`config.mk`:
```
export PLATFORM = sky130hd
export DESIGN_NAME = ex_muldiv_unit_flat
export DESIGN_NICKNAME = d
export VERILOG_FILES = /design/src/rtl/ex_muldiv_unit_if.sv /design/src/rtl/ex_muldiv_unit.sv /design/src/flat_wrapper.sv
export SDC_FILE = /design/constraint.sdc
export NUM_CORES = 1
export LEC_CHECK = 0
export ABC_CLOCK_PERIOD_IN_PS = 3350
export CORE_MARGIN = 2
export CORE_UTILIZATION = 45
export CTS_CLUSTER_DIAMETER = 30
export DETAILED_ROUTE_END_ITERATION = 16
export HOLD_SLACK_MARGIN = 0.08
export PLACE_DENSITY = 0.66
export SYNTH_ARGS = -nofsm -noshare
export SYNTH_HDL_FRONTEND = slang
export SYNTH_SLANG_ARGS = --single-unit
```
`constraint.sdc`:
```
create_clock -name CLK -period 3.35 [get_ports CLK]
set_input_delay 0.67 -clock CLK [delete_from_list [all_inputs] [get_ports CLK]]
set_output_delay 0.67 -clock CLK [all_outputs]
set_load 0.01 [all_outputs]
```
`src/rtl/ex_muldiv_unit_if.sv`:
```
// ----------------------------------------------------------------------------
// ex_muldiv_unit_if
// Handshake/operand bundle between the ID/EX pipeline register (master) and
// the RV32M multiply/divide unit (slave).
//   START   master->slave  M-extension op valid in ID/EX this cycle
//   FLUSH   master->slave  abort any in-flight op
//   FUNCT3  master->slave  operation select (MUL..REMU)
//   DATA1   master->slave  rs1 operand
//   DATA2   master->slave  rs2 operand
//   RESULT  slave->master  registered result, held until next completion
//   BUSY    slave->master  stall request to the pipeline registers
//   DONE    slave->master  one-cycle result-valid pulse
// ----------------------------------------------------------------------------
interface ex_muldiv_unit_if #(
    parameter int XLEN = 32
) ();
    logic            START;
    logic            FLUSH;
    logic [2:0]      FUNCT3;
    logic [XLEN-1:0] DATA1;
    logic [XLEN-1:0] DATA2;
    logic [XLEN-1:0] RESULT;
    logic            BUSY;
    logic            DONE;

    modport master (
        output START, FLUSH, FUNCT3, DATA1, DATA2,
        input  RESULT, BUSY, DONE
    );

    modport slave (
        input  START, FLUSH, FUNCT3, DATA1, DATA2,
        output RESULT, BUSY, DONE
    );
endinterface

```
`src/rtl/ex_muldiv_unit.sv`:
```
// ----------------------------------------------------------------------------
// ex_muldiv_unit
// Multi-cycle RV32M multiply/divide unit sitting behind the ID/EX register.
// Radix-2 iterative datapath: 32 iterations followed by one sign-fixup cycle.
// Divide-by-zero and signed overflow complete via a one-cycle fast path.
//   CLK    clock, all state updates on posedge
//   RESET  synchronous, active-low reset
//   bus    ex_muldiv_unit_if.slave (START/FLUSH/FUNCT3/DATA1/DATA2 in,
//          RESULT/BUSY/DONE out)
// ----------------------------------------------------------------------------
module ex_muldiv_unit #(
    parameter int XLEN = 32
) (
    input  logic                CLK,
    input  logic                RESET,
    ex_muldiv_unit_if.slave     bus
);

    localparam int CNT_W = $clog2(XLEN);

    typedef enum logic [1:0] {
        S_IDLE,
        S_CALC,
        S_FIX,
        S_DONE
    } state_e;

    state_e            state_q;
    logic [2:0]        op_q;
    logic [XLEN-1:0]   hi_q;      // product high half / partial remainder
    logic [XLEN-1:0]   lo_q;      // multiplier -> product low / dividend -> quotient
    logic [XLEN-1:0]   opb_q;     // multiplicand / divisor magnitude
    logic [XLEN-1:0]   result_q;
    logic [CNT_W-1:0]  cnt_q;
    logic              neg_q;
    logic              done_q;

    // ---------------------------------------------------------------- decode
    logic              in_rs1_signed;
    logic              in_rs2_signed;
    logic              in_sign1;
    logic              in_sign2;
    logic              in_is_div;
    logic              in_is_rem;
    logic              in_neg;
    logic              in_div0;
    logic              in_ovf;
    logic [XLEN-1:0]   in_mag1;
    logic [XLEN-1:0]   in_mag2;
    logic [XLEN-1:0]   in_special_res;

    always_comb begin
        in_rs1_signed = 1'b0;
        in_rs2_signed = 1'b0;
        case (bus.FUNCT3)
            3'b001:  begin in_rs1_signed = 1'b1; in_rs2_signed = 1'b1; end // MULH
            3'b010:  begin in_rs1_signed = 1'b1; in_rs2_signed = 1'b0; end // MULHSU
            3'b100:  begin in_rs1_signed = 1'b1; in_rs2_signed = 1'b1; end // DIV
            3'b110:  begin in_rs1_signed = 1'b1; in_rs2_signed = 1'b1; end // REM
            default: begin in_rs1_signed = 1'b0; in_rs2_signed = 1'b0; end
        endcase

        in_is_div = bus.FUNCT3[2];
        in_is_rem = bus.FUNCT3[2] & bus.FUNCT3[1];
        in_sign1  = in_rs1_signed & bus.DATA1[XLEN-1];
        in_sign2  = in_rs2_signed & bus.DATA2[XLEN-1];
        in_mag1   = in_sign1 ? (~bus.DATA1 + 1'b1) : bus.DATA1;
        in_mag2   = in_sign2 ? (~bus.DATA2 + 1'b1) : bus.DATA2;
        // Remainder takes the dividend's sign; everything else sign1^sign2.
        in_neg    = in_is_rem ? in_sign1 : (in_sign1 ^ in_sign2);

        in_div0   = in_is_div & (bus.DATA2 == '0);
        in_ovf    = in_is_div & ~bus.FUNCT3[0]
                  & (bus.DATA1 == {1'b1, {(XLEN-1){1'b0}}})
                  & (bus.DATA2 == '1);

        if (in_div0)
            in_special_res = in_is_rem ? bus.DATA1 : '1;
        else
            in_special_res = in_is_rem ? '0 : {1'b1, {(XLEN-1){1'b0}}};
    end

    // ------------------------------------------------------------- iteration
    logic [XLEN:0]     mul_sum;
    logic [XLEN:0]     div_shift;
    logic [XLEN-1:0]   div_diff;
    logic [XLEN-1:0]   hi_d;
    logic [XLEN-1:0]   lo_d;

    always_comb begin
        // Multiply: add multiplicand into the high half when the current
        // multiplier bit is set, then shift the 65-bit {carry,hi,lo} right.
        mul_sum   = {1'b0, hi_q} + (lo_q[0] ? {1'b0, opb_q} : '0);
        // Restoring divide: partial remainder shifted left by one dividend bit.
        // The subtraction only needs XLEN bits because it is only kept when
        // the shifted value is >= divisor, leaving a result below the divisor.
        div_shift = {hi_q, lo_q[XLEN-1]};
        div_diff  = div_shift[XLEN-1:0] - opb_q;

        if (op_q[2]) begin
            if (div_shift >= {1'b0, opb_q}) begin
                hi_d = div_diff;
                lo_d = {lo_q[XLEN-2:0], 1'b1};
            end else begin
                hi_d = div_shift[XLEN-1:0];
                lo_d = {lo_q[XLEN-2:0], 1'b0};
            end
        end else begin
            hi_d = mul_sum[XLEN:1];
            lo_d = {mul_sum[0], lo_q[XLEN-1:1]};
        end
    end

    // ---------------------------------------------------------------- fixup
    logic [2*XLEN-1:0] prod_fix;
    logic [XLEN-1:0]   quo_fix;
    logic [XLEN-1:0]   rem_fix;
    logic [XLEN-1:0]   fix_res;

    always_comb begin
        // The product is negated as a full 64-bit value so MULH* sees the
        // borrow from the low half; quotient and remainder negate separately.
        prod_fix = neg_q ? (~{hi_q, lo_q} + 1'b1) : {hi_q, lo_q};
        quo_fix  = neg_q ? (~lo_q + 1'b1) : lo_q;
        rem_fix  = neg_q ? (~hi_q + 1'b1) : hi_q;
        case (op_q)
            3'b000:                 fix_res = prod_fix[XLEN-1:0];
            3'b001, 3'b010, 3'b011: fix_res = prod_fix[2*XLEN-1:XLEN];
            3'b100, 3'b101:         fix_res = quo_fix;
            default:                fix_res = rem_fix;
        endcase
    end

    // ------------------------------------------------------------------ FSM
    always_ff @(posedge CLK) begin
        if (!RESET) begin
            state_q  <= S_IDLE;
            op_q     <= '0;
            hi_q     <= '0;
            lo_q     <= '0;
            opb_q    <= '0;
            result_q <= '0;
            cnt_q    <= '0;
            neg_q    <= 1'b0;
            done_q   <= 1'b0;
        end else if (bus.FLUSH) begin
            state_q <= S_IDLE;
            done_q  <= 1'b0;
        end else begin
            case (state_q)
                S_IDLE: begin
                    done_q <= 1'b0;
                    if (bus.START) begin
                        op_q  <= bus.FUNCT3;
                        cnt_q <= '0;
                        hi_q  <= '0;
                        lo_q  <= in_mag1;
                        opb_q <= in_mag2;
                        neg_q <= in_neg;
                        if (in_div0 || in_ovf) begin
                            result_q <= in_special_res;
                            done_q   <= 1'b1;
                            state_q  <= S_DONE;
                        end else begin
                            state_q  <= S_CALC;
                        end
                    end
                end
                S_CALC: begin
                    hi_q  <= hi_d;
                    lo_q  <= lo_d;
                    cnt_q <= cnt_q + 1'b1;
                    if (cnt_q == CNT_W'(XLEN-1))
                        state_q <= S_FIX;
                end
                S_FIX: begin
                    result_q <= fix_res;
                    done_q   <= 1'b1;
                    state_q  <= S_DONE;
                end
                S_DONE: begin
                    // The stalled instruction is still in ID/EX, so START is
                    // ignored here to avoid re-issuing it.
                    done_q  <= 1'b0;
                    state_q <= S_IDLE;
                end
                default: begin
                    done_q  <= 1'b0;
                    state_q <= S_IDLE;
                end
            endcase
        end
    end

    assign bus.BUSY   = ((state_q == S_IDLE) & bus.START & ~bus.FLUSH)
                      | (state_q == S_CALC)
                      | (state_q == S_FIX);
    assign bus.DONE   = done_q;
    assign bus.RESULT = result_q;

endmodule

```
`src/flat_wrapper.sv`:
```
// flat-port wrapper written by rule: the top's interface ports become plain ports
module ex_muldiv_unit_flat 
#(
    parameter int XLEN = 32
)
  (CLK, RESET, bus_START, bus_FLUSH, bus_FUNCT3, bus_DATA1, bus_DATA2, bus_RESULT, bus_BUSY, bus_DONE);
  ex_muldiv_unit_if #(.XLEN(XLEN)) bus_i ();
  input  logic CLK;
  input  logic RESET;
  input wire logic [$bits(bus_i.START)-1:0] bus_START;
  input wire logic [$bits(bus_i.FLUSH)-1:0] bus_FLUSH;
  input wire logic [$bits(bus_i.FUNCT3)-1:0] bus_FUNCT3;
  input wire logic [$bits(bus_i.DATA1)-1:0] bus_DATA1;
  input wire logic [$bits(bus_i.DATA2)-1:0] bus_DATA2;
  output wire logic [$bits(bus_i.RESULT)-1:0] bus_RESULT;
  output wire logic [$bits(bus_i.BUSY)-1:0] bus_BUSY;
  output wire logic [$bits(bus_i.DONE)-1:0] bus_DONE;
  assign bus_i.START = bus_START;
  assign bus_i.FLUSH = bus_FLUSH;
  assign bus_i.FUNCT3 = bus_FUNCT3;
  assign bus_i.DATA1 = bus_DATA1;
  assign bus_i.DATA2 = bus_DATA2;
  assign bus_RESULT = bus_i.RESULT;
  assign bus_BUSY = bus_i.BUSY;
  assign bus_DONE = bus_i.DONE;
  ex_muldiv_unit #(.XLEN(XLEN)) u_core (.CLK(CLK), .RESET(RESET), .bus(bus_i));
endmodule
```
== Word-level counts from Yosys, hierarchy flattened ==
Index checks and enable logic that the tools add are counted.
Word-level totals
  register bits after elaboration: 140
  input port bits: 71
  word-level logic and storage cells: 105
Operators by class
  $add $sub $neg: 8
  multiplexer cells: 33
  order comparisons: 1
  equal/unequal tests: 18
  bitwise logic cells: 20
  reduce and logical (&&, ||, !) cells: 16
Operator list (count)
  $mux W32: 15
  $pmux W32 S2: 3
  $add A32 B1 Y32 const B: 4
  $not A32 Y32: 4
  $pmux W32 S3: 1
  $add A64 B1 Y64 const B: 1
  $eq A32 B32 Y1 const B: 2
  $mux W64: 1
  $not A64 Y64: 1
  $add A32 B33 Y33: 1
  $ge A33 B32 Y1: 1
  $logic_not A32 Y1: 1
  $sub A32 B32 Y32: 1
  $eq A3 B3 Y1 const B: 4
  $pmux W5 S2: 1
  $and A1 B1 Y1: 9
  $eq A3 B2 Y1 const B: 3
  $pmux W2 S4: 1
  $eq A3 B1 Y1 const B: 2
  $mux W1: 6
  $mux W2: 3
  $reduce_and A3 Y1: 2
  $reduce_or A3 Y1: 2
  $add A5 B1 Y5 const B: 1
  other kinds (19): 26

== Depth between registers and ports, before layout ==
Gate-level depths: netlist of the first run.
  word-level depth: 8
  gate-level depth with buffers: 14

== Worst setup path after synthesis of the first run ==
Ideal clock, no wire load.
  path kind: input-to-reg
  start point: input bus_DATA2[1]
  end point: register u_core.result_q[10] (netlist: u_core.bus.RESULT[10])
  required time: 3234 ps
  arrival time: 3075 ps
  path slack: 158 ps
  cell stages on the path: 12
  cell sequence: inv_1 > ha_1 > or3b_2 > nor4_1 > nand4_1 > clkbuf_1 > o31ai_1 > nand3_1 > a21oi_1 > clkbuf_1 > nand2_1 > o211a_1
Between the ends
  word-level cells in the longest chain between the ends: 6
RTL lines
  start, declared: RTL line flat_wrapper.sv:14  | input wire logic [$bits(bus_i.DATA2)-1:0] bus_DATA2;
  $logic_not A32 Y1: RTL line ex_muldiv_unit.sv:72  | in_div0 = in_is_div & (bus.DATA2 == '0);
  $and A1 B1 Y1: RTL line ex_muldiv_unit.sv:72
  $mux W32: RTL line ex_muldiv_unit.sv:77  | if (in_div0)
  $mux W32: RTL line ex_muldiv_unit.sv:160  | if (in_div0 || in_ovf) begin
  $mux W32: RTL line ex_muldiv_unit.sv:153  | if (bus.START) begin
  $pmux W32 S2: RTL line ex_muldiv_unit.sv:150  | case (state_q)
  end signal, assigned: RTL line ex_muldiv_unit.sv:161  | result_q <= in_special_res;
  end signal, assigned: RTL line ex_muldiv_unit.sv:177  | result_q <= fix_res;
  end, declared: RTL line ex_muldiv_unit.sv:33  | logic [XLEN-1:0] result_q;
Several ways; a longest one is shown, not always the timed one. The select of a mux whose other input is x is not followed.
A chain may end at the register's enable or synchronous reset.

== Worst setup path in the final report of the first run ==
  start point: register u_core.hi_q[14]
  end point: register u_core.result_q[25] (netlist: u_core.bus.RESULT[25])
Between the ends
  word-level cells in the longest chain between the ends: 5
RTL lines
  start, declared: RTL line ex_muldiv_unit.sv:30  | logic [XLEN-1:0] hi_q;
  start signal, assigned: RTL line ex_muldiv_unit.sv:170  | hi_q <= hi_d;
  $not A64 Y64 / $not A32 Y32 (equally long branches): RTL line ex_muldiv_unit.sv:123, ex_muldiv_unit.sv:125
  $add A64 B1 Y64 / $add A32 B1 Y32 (equally long branches): RTL line ex_muldiv_unit.sv:123, ex_muldiv_unit.sv:125
  $mux W64 / $mux W32 (equally long branches): RTL line ex_muldiv_unit.sv:123, ex_muldiv_unit.sv:125
  $pmux W32 S3 (*): RTL line ex_muldiv_unit.sv:126  | case (op_q)
  $pmux W32 S2 (*): RTL line ex_muldiv_unit.sv:150
Mark *: on every way between the ends. The rest lies on a longest branch, timed or not.

==> results of run 1 <==
[critical path, delay by kind of cell (launching register included)]
kind / cells / cell delay, ns
AND/OR/NAND/NOR: 5 / 2.13
flip-flops: 1 / 0.32
AO/OA/AOI/OAI: 2 / 0.61
XOR/XNOR: 1 / 0.16
[per-stage QoR]
step	power [mW]	TNS, ns
floorplan	2.72	0
detailed placement	3.37	-6.05
global placement	3.36	-2.96
global route	5.53	-0.0665
finish	5.30	0
CTS	5.27	0
[placed cells by master, fill, tap and decap left out, types with 18 or more instances in the layout]
cell type	synthesis	layout
a21boi_0	36	36
a21o_1	27	27
a21oi_1	129	124
a31oi_1	33	30
and3_1	19	19
buf_4	0	250
clkbuf_16	0	18
clkdlybuf4s50_1	0	103
dfxtp_1	140	138
ha_1	75	74
inv_1	69	69
mux2i_1	58	58
nand2_1	221	221
nand2b_1	24	24
nand3_1	41	41
nand4_1	21	21
nor2_1	135	133
nor3_1	36	36
o211a_1	32	32
o211ai_1	53	53
o21ai_0	158	155
o31ai_1	31	26
or3_1	24	24
or4_1	21	19
xnor2_1	106	106
xor2_1	73	72
[kinds of logic (layout without fill, tap and decap cells)]
family	Yosys count	in the layout
compound gates	646	646
simple gates	616	616
buf+inv	212	463
xor+xnor	179	179
flops	140	140
fa+ha+maj	77	77
mux	64	64
[metal layers]
layer,wire length (µm),vias to the layer above
li1,-,7540
met1,25800,7605
met2,23100,742
met3,4470,111
met4,1520,0
met5,0,-
[flip-flops by register name (all words and copies together), names as in the netlist]
name and flops:
u_core.bus.DONE 1, u_core.bus.RESULT 32, u_core.cnt_q 5, u_core.hi_q 32, u_core.lo_q 32, u_core.neg_q 1
u_core.op_q 3, u_core.opb_q 32, u_core.state_q 2
[power by group]
part | switching (mW) | internal, mW
registers | 0.0557 | 1.73
clock network | 0.869 | 1.04
logic | 0.935 | 0.681
[path summary, 6_finish.rpt]
check                         from                     to  slack (ns)  depth (start not counted)
setup / recovery   u_core.hi_q[14]  u_core.bus.RESULT[25]       0.005                          8
hold / removal    u_core.opb_q[31]       u_core.opb_q[31]        0.49                          2
setup reg to reg   u_core.hi_q[14]  u_core.bus.RESULT[25]       0.005                          8
hold reg to reg   u_core.opb_q[31]       u_core.opb_q[31]        0.49                          2
[what timing repair did]
| action | CTS | global route |
|---|---|---|
| hold buffers | 0 | 0 |
| cloned | 0 | 1 |
| resized for setup | 2 | 24 |
| pin swaps | 1 | 2 |
| buffers inserted | 0 | 4 |
| endpoints found under the setup margin | 4 | 33 |
[layout make-up]
type | instances | area, µm²
sequential | 140 | 2810
inverter | 69 | 259
fill | 2889 | 12900
tap | 396 | 495
multi-input combinational | 1582 | 10600
timing repair buffer | 362 | 3080
clock inverter | 14 | 139
clock buffer | 18 | 429
==> run metrics, run 1 <==
cell taking the most area after synthesis=dfxtp_1; dominant cells by area after synthesis=dfxtp_1 20%, ha_1 6.7%, xnor2_1 6.6%, nand2_1 5.9%, o21ai_0 5.6%; # IOs=105; Min-Delay Path Class=reg -> reg; GRT met3 Usage=0.0611; final hold violation count=0; complex-gate fraction of the synthesized area=0.306; DR vias/cell=6.20; Critical-path top delay cell=or4_4; Slew HR=0.453; Post-Synth Adder-Cell Area=0.0696; total routed wirelength=54.9 mm; cts bufs inserted=17; Cells after Synth=1934; Final WS setup=0.00509 ns; Post-DP HPWL=42.6 mm; period utilization=0.998; # placed instances=2544; detailed-route DRC error count=0; EDFF count, synth=0; WHS=0.486 ns; Horiz. Die Dim=181 µm; Slew @ Worst Pin=0.820 ns; Pwr per Cell Area=298 mW/mm²; CP Launch Type=flop; Most Crowded Layer GR=met2; Worst EP required=3.68 ns; Initial DRT Pass Iterations=6; Finished Cell Area=0.0178 mm²; initial antenna violation count=0; clk_skew=0.00875 ns; Initial DRC Count=1780; total number of vias=15998; ys async rst share=0; Slew Viols, Final=0; Initial Utilization=0.459; die height=181 µm; Syn Std Cell Area=0.0141 mm²; Synth Area in XOR/XNOR=0.111; CTS root buf=clkbuf_16; Finished Core Util=0.580; Avg Cell Area, Syn=7.27 µm²; gpl congestion=0.991; # diodes=0; Post-Synth Simple-Gate Area=0.211; fin crit period=3.34 ns; Core ar.=0.0307 mm²; Clock Sinks=140; slowest cell delay on critical path=0.58 ns; final net count=2320; clock buffer depth=2; non-filler cells, final=2581; register area share after synthesis=0.199; RSZ-0062 raised after global routing=yes; WL per Instance=21.3 µm; peak fanout along the critical path=6; Net Count, Synth=2082; first-pass GRT wire length=84.3 mm; Distinct cells, synth=79; crit path capture type=flop; status=completed; Clock transition at path regs=0.06 ns; dominant combinational cell family by area after synthesis=compound AO/OA/AOI/OAI gates; Post-synth top cells=221 x nand2_1, 158 x o21ai_0, 140 x dfxtp_1; Pleak=7.47 nW; maxcap violations=0; placed cell areas=0.0171 mm²; top-count cell post-synth=nand2_1; CP dominant cell by count=or4_4; Total GRT Usage=0.327; largest net degree at the start of global routing=66; Post-synth top flop=dfxtp_1; GR Util met2=0.483; Placement Rows=64; Arr. time, crit path=3.67 ns; antenna-violating nets left=0; H-tree lvl count=4; grt total ovfl=0; CP Cell Sequence=or4_4 -> or4b_4 -> or3_4 -> or4_4 -> o21ai_2 -> xnor2_1 -> a2111oi_2 -> nor2_1; Max VDD drop=0.000379 V; clock latency on the worst-skew pair=0.45 ns; Crit Path Category=reg -> reg; GRT met1 Usage=0.478; #FFs+latches synth=140; PortBufs=104; final setup vio count=0; vias in the first global route=14662; full die area=0.0327 mm²; CTS tree=yes; Layout area overhead=26.6%; pre-CTS WS=-0.294 ns; share of the synthesized area in the top cell type=0.199; post-synthesis mux area share=0.0461; maximum clock rate=0.299 GHz; Syn. warnings=0; layout cells sized above 1=0.161
(Power assumes the default switching activity.)
==> inputs of run 2 (changes only) <==
--- a/config.mk
+++ b/config.mk
@@ -5,13 +5,12 @@
 export SDC_FILE = /design/constraint.sdc
 export NUM_CORES = 1
 export LEC_CHECK = 0
-export ABC_CLOCK_PERIOD_IN_PS = 3350
+export ABC_CLOCK_PERIOD_IN_PS = 3670
 export CORE_MARGIN = 2
 export CORE_UTILIZATION = 45
 export CTS_CLUSTER_DIAMETER = 30
 export DETAILED_ROUTE_END_ITERATION = 16
 export HOLD_SLACK_MARGIN = 0.08
-export PLACE_DENSITY = 0.66
 export SYNTH_ARGS = -nofsm -noshare
 export SYNTH_HDL_FRONTEND = slang
 export SYNTH_SLANG_ARGS = --single-unit
==> constraint.sdc (replaced) <==
create_clock -name CLK -period 3.67 [get_ports CLK]
set_input_delay 0.734 -clock CLK [delete_from_list [all_inputs] [get_ports CLK]]
set_output_delay 0.734 -clock CLK [all_outputs]
set_load 0.01 [all_outputs]
==> run 2 against run 1 <==
Effect of this change:
- worst hold slack gained 0.0048 ns
- highest routed layer unchanged
- worst setup slack gained 0.14 ns
- cell count is 4.1% lower
- critical path type unchanged
- total power fell by 9.3%
- sequential cell count did not move
- clock skew up 0.0045 ns
- critical path depth up 3
==> run metrics, run 2 (synthesis results as in run 1) <==
Slew @ Worst Pin=1.05 ns; CTS tree=yes; WL per Instance=21.4 µm; Final WS setup=0.144 ns; Worst EP required=4.01 ns; Crit Path Category=reg -> reg; R2R setup slack=0.14 ns; Horiz. Die Dim=181 µm; reg-to-reg endpoint=u_core.bus.RESULT[22]; period utilization=0.961; # IOs=105; Comb pwr share=0.281; Initial DRC Count=1647; WHS=0.491 ns; commonest non-fill, non-tap cells in the layout=221 x nand2_1, 158 x o21ai_0, 147 x buf_4; Sequential Power Share=0.341; full die area=0.0327 mm²; overall power=4.81 mW; DR vias/cell=6.26; Slew HR=0.302; Initial DRT Pass Iterations=6; Max VDD drop=0.000339 V; postcts setup bufs=0; antenna-violating nets left=0; grt total ovfl=0; R2R depth=11; pre-CTS WS=-0.221 ns; start point of the critical path=u_core.hi_q[0]; met3 WL post-DR=4.90 mm; total routed wirelength=53.0 mm; layout cells sized above 1=0.108; Clock Sinks=140; clk_skew=0.0133 ns; Pleak=6.93 nW; Pwr per Cell Area=285 mW/mm²; Core ar.=0.0307 mm²; Clk pwr share=0.378; Initial Utilization=0.459; peak fanout along the critical path=4; leading cell type in the layout, fill and taps excluded=nand2_1; cts bufs inserted=17; die height=181 µm; Post-DP HPWL=40.4 mm; top layer in use=met4; H-tree lvl count=4; CP Launch Type=flop; slowest cell delay on critical path=0.48 ns; Slew Viols, Final=0; maximum clock rate=0.284 GHz; internal power consumption=3.16 mW; crit path capture type=flop; maxcap violations=0; post_cts resized=0; gpl congestion=0.977; met2 wire len=22.4 mm; largest net degree at the start of global routing=72; CTS root buf=clkbuf_16; detailed-route DRC error count=0; # diodes=0; worst flop-to-flop path startpoint=u_core.hi_q[0]; fin crit period=3.53 ns; final hold violation count=0; Layout area overhead=19.9%; RSZ-0062 raised after global routing=no; initial antenna violation count=0; final net count=2213; Finished Cell Area=0.0169 mm²; first-pass GRT wire length=82.3 mm; Sw Pwr=1.65 mW; wl on met1=24.5 mm; Placement Rows=64; clock latency on the worst-skew pair=0.47 ns; Total GRT Usage=0.317; Critical Path End=u_core.bus.RESULT[22]; Net Sw Frac=0.343; Min-Delay Path Class=reg -> reg; Critical-path top delay cell=or3b_2; placed cell areas=0.0163 mm²; Clock transition at path regs=0.06 ns; Hold Buf Count CTS=0; CP Cell Sequence=inv_1 -> ha_1 -> or3b_2 -> or4_1 -> or4_1 -> buf_4 -> o21ai_0 -> xnor2_1 -> a221oi_1 -> buf_4 -> a21oi_1; total number of vias=15476; Arr. time, crit path=3.87 ns; vias in the first global route=14275; status=completed; PortBufs=104; clock buffer depth=2; final setup vio count=0
==> run 2: worst min-delay path by stage <==
| stage | from | to | depth (start not counted) |
|---|---|---|---|
| 2_1_floorplan | u_core.opb_q[31] | u_core.opb_q[31] | 2 |
| 3_3_place_gp | u_core.bus.RESULT[24] | u_core.bus.RESULT[24] | 2 |
| 3_5_place_dp | u_core.bus.RESULT[24] | u_core.bus.RESULT[24] | 2 |
| 4_1_cts | u_core.bus.RESULT[24] | u_core.bus.RESULT[24] | 2 |
| 5_1_grt | u_core.bus.RESULT[24] | u_core.bus.RESULT[24] | 2 |
| 6_report | u_core.bus.RESULT[24] | u_core.bus.RESULT[24] | 2 |
==> run 2: layer usage <==
metal,global-route usage,vias to the layer above
met5,0,-
met4,0.0816,0
met3,0.0673,76
met2,0.467,710
met1,0.466,7360
li1,-,7330
==> run 2: through the flow <==
| step | instances | TNS (ns) | util |
|---|---|---|---|
| 6_report | 2474 | 0 | 0.550 |
| 5_1_grt | 2474 | 0 | 0.550 |
| 4_1_cts | 2474 | 0 | 0.549 |
| 3_5_place_dp | 2442 | -0.365 | 0.530 |
| 3_3_place_gp | 2442 | -0.0129 | 0.530 |
| 2_1_floorplan | 1934 | 0 | - |
==> run 2: power groups by stage <==
stage / Combinational [mW] / Sequential, mW / Clock (mW)
final: 1.35 / 1.64 / 1.82
after detailed placement: 1.32 / 1.67 / 0
after CTS: 1.32 / 1.64 / 1.83
after global routing: 1.47 / 1.65 / 1.90
after global placement: 1.30 / 1.67 / 0
after floorplan: 0.844 / 1.64 / 0
==> run 2: final cells by class <==
class / instances / area, µm²
Clock buffer: 20 / 447
Sequential cell: 140 / 2810
Tap cell: 396 / 495
Clock inverter: 12 / 136
Fill cell: 3023 / 13800
Timing Repair Buffer: 255 / 2220
Multi-Input combinational cell: 1582 / 10500
Inverter: 69 / 259
==> run 2: critical path: cells and delay by family (launching register included) <==
kind,cells,cell delay (ns)
simple gates,3,1.43
compound gates,3,0.83
buf+inv,3,0.44
flops,1,0.35
fa+ha+maj,1,0.19
xor+xnor,1,0.16
==> inputs of run 3 (changes only) <==
--- a/config.mk
+++ b/config.mk
@@ -8,9 +8,10 @@
 export ABC_CLOCK_PERIOD_IN_PS = 3670
 export CORE_MARGIN = 2
 export CORE_UTILIZATION = 45
+export CTS_BUF_LIST = sky130_fd_sc_hd__clkbuf_4 sky130_fd_sc_hd__clkbuf_8
 export CTS_CLUSTER_DIAMETER = 30
 export DETAILED_ROUTE_END_ITERATION = 16
-export HOLD_SLACK_MARGIN = 0.08
+export RECOVER_POWER = 100
 export SYNTH_ARGS = -nofsm -noshare
 export SYNTH_HDL_FRONTEND = slang
 export SYNTH_SLANG_ARGS = --single-unit
==> run 3 against run 2 <==
Effect of this change:
- utilization is 0.89 points lower
- largest cell class unchanged
- via count about the same
- largest power group is now sequential cells
- worst hold slack gained 0.0081 ns
- the flow now finishes with violations (max-capacitance violations, max-slew violations)
- critical path type unchanged
- first-iteration DRC count up 6.2%
- highest routed layer unchanged
==> run metrics, run 3 (synthesis results as in run 1) <==
antenna-violating nets left=0; Min-Delay Path Class=reg -> reg; Core ar.=0.0307 mm²; cts bufs inserted=17; CTS root buf=clkbuf_8; Finished Cell Area=0.0166 mm²; status=complete, but fails checks; Layout area overhead=18.0%; Pleak=6.91 nW; Crit Path Category=reg -> reg; Initial DRT Pass Iterations=6; PortBufs=104; initial antenna violation count=0; Slew HR=-0.0627; full die area=0.0327 mm²; CTS tree=yes; maxcap violations=1; Worst EP required=4.06 ns; fillcell total=3070; Slew @ Worst Pin=1.59 ns; detailed-route DRC error count=0; Placement Rows=64; period utilization=0.961; Total GRT Usage=0.317; sequential cell area=0.00281 mm²; WL per Instance=21.3 µm; Horiz. Die Dim=181 µm; # diodes=0; largest net degree at the start of global routing=72; pre-CTS WS=-0.221 ns; Initial Utilization=0.459; final hold violation count=0; CP Launch Type=flop; placed cell areas=0.0163 mm²; setup TNS=0 ns; grt total ovfl=0; Sequential Power Share=0.377; peak fanout along the critical path=6; leading cell type in the layout, fill and taps excluded=nand2_1; Initial DRC Count=1749; gpl congestion=0.977; Clock Sinks=140; crit path capture type=flop; Arr. time, crit path=3.92 ns; Sw Pwr=1.58 mW; Max VDD drop=0.000227 V; DR vias/cell=6.26; clk_skew=0.0174 ns; Clock transition at path regs=0.09 ns; internal power consumption=2.77 mW; clock buffer depth=2; Pwr per Cell Area=262 mW/mm²; vias in the first global route=14266; fin crit period=3.53 ns; Multi-input gate area=0.0105 mm²; RSZ-0062 raised after global routing=no; Post-DP HPWL=40.4 mm; layout cells sized above 1=0.101; commonest non-fill, non-tap cells in the layout=221 x nand2_1, 158 x o21ai_0, 138 x dfxtp_1; # IOs=105; Clk pwr share=0.315; violated checks=max-capacitance violations, max-slew violations; first-pass GRT wire length=82.2 mm; maximum clock rate=0.284 GHz; Comb pwr share=0.308; Final WS setup=0.143 ns; Net Sw Frac=0.363; overall power=4.35 mW; Slew Viols, Final=50; final setup vio count=0; total routed wirelength=52.8 mm; die height=181 µm; clock latency on the worst-skew pair=0.52 ns; final net count=2213; total number of vias=15483; postcts setup bufs=0; H-tree lvl count=4
## run 3: critical path, cell delays in order (launching register included)
cell and delay [ns]:
dfxtp_1 0.32, or4_4 0.58, or4b_4 0.55, or3_4 0.40, or4_4 0.50, o21ai_1 0.23, xor2_1 0.30, nor2_1 0.07
a2111oi_0 0.37, nor2_1 0.09
## run 3: per-stage QoR
stage                util  std cells  hold WS (ns)
floorplan               -       1934         0.441
global placement    0.530       2442         0.467
detailed placement  0.530       2442         0.474
CTS                 0.543       2474         0.488
global route        0.541       2474         0.528
finish              0.541       2474         0.499
## run 3: per-layer routing
metal	GRT usage	part of all wire
met3	0.0617	0.091
met4	0.0787	0.019
met5	0	0
met1	0.467	0.46
met2	0.470	0.42
## run 3: repair_timing
| item | in CTS | in global routing |
|---|---|---|
| gates resized for setup | 0 | 5 |
| hold endpoints to repair | 0 | 0 |
| endpoints found under the setup margin | 0 | 4 |
| hold buffers | 0 | 0 |
## run 3: final timing paths
| path | endpoint | cells after the start | startpoint | slack [ns] |
|---|---|---|---|---|
| setup / recovery | u_core.bus.RESULT[25] | 9 | u_core.hi_q[14] | 0.14 |
| hold / removal | u_core.opb_q[31] | 2 | u_core.opb_q[31] | 0.50 |
| setup reg to reg | u_core.bus.RESULT[25] | 9 | u_core.hi_q[14] | 0.14 |
| hold reg to reg | u_core.opb_q[31] | 2 | u_core.opb_q[31] | 0.50 |
## run 3: layout make-up
cell class / instances / area share
multi-input combinational: 1582 / 0.631
clock buffer: 20 / 0.0158
clock inverter: 12 / 0.00822
tap: 396 / 0.0299
inverter: 69 / 0.0156
timing repair buffer: 255 / 0.130
sequential: 140 / 0.169
## run 3: power groups by stage
| stage | sequential [mW] | clock (mW) | combinational, mW |
|---|---|---|---|
| after floorplan | 1.64 | 0 | 0.844 |
| after global placement | 1.67 | 0 | 1.30 |
| after detailed placement | 1.67 | 0 | 1.32 |
| after CTS | 1.64 | 1.39 | 1.32 |
| after global routing | 1.65 | 1.46 | 1.46 |
| final | 1.64 | 1.37 | 1.34 |
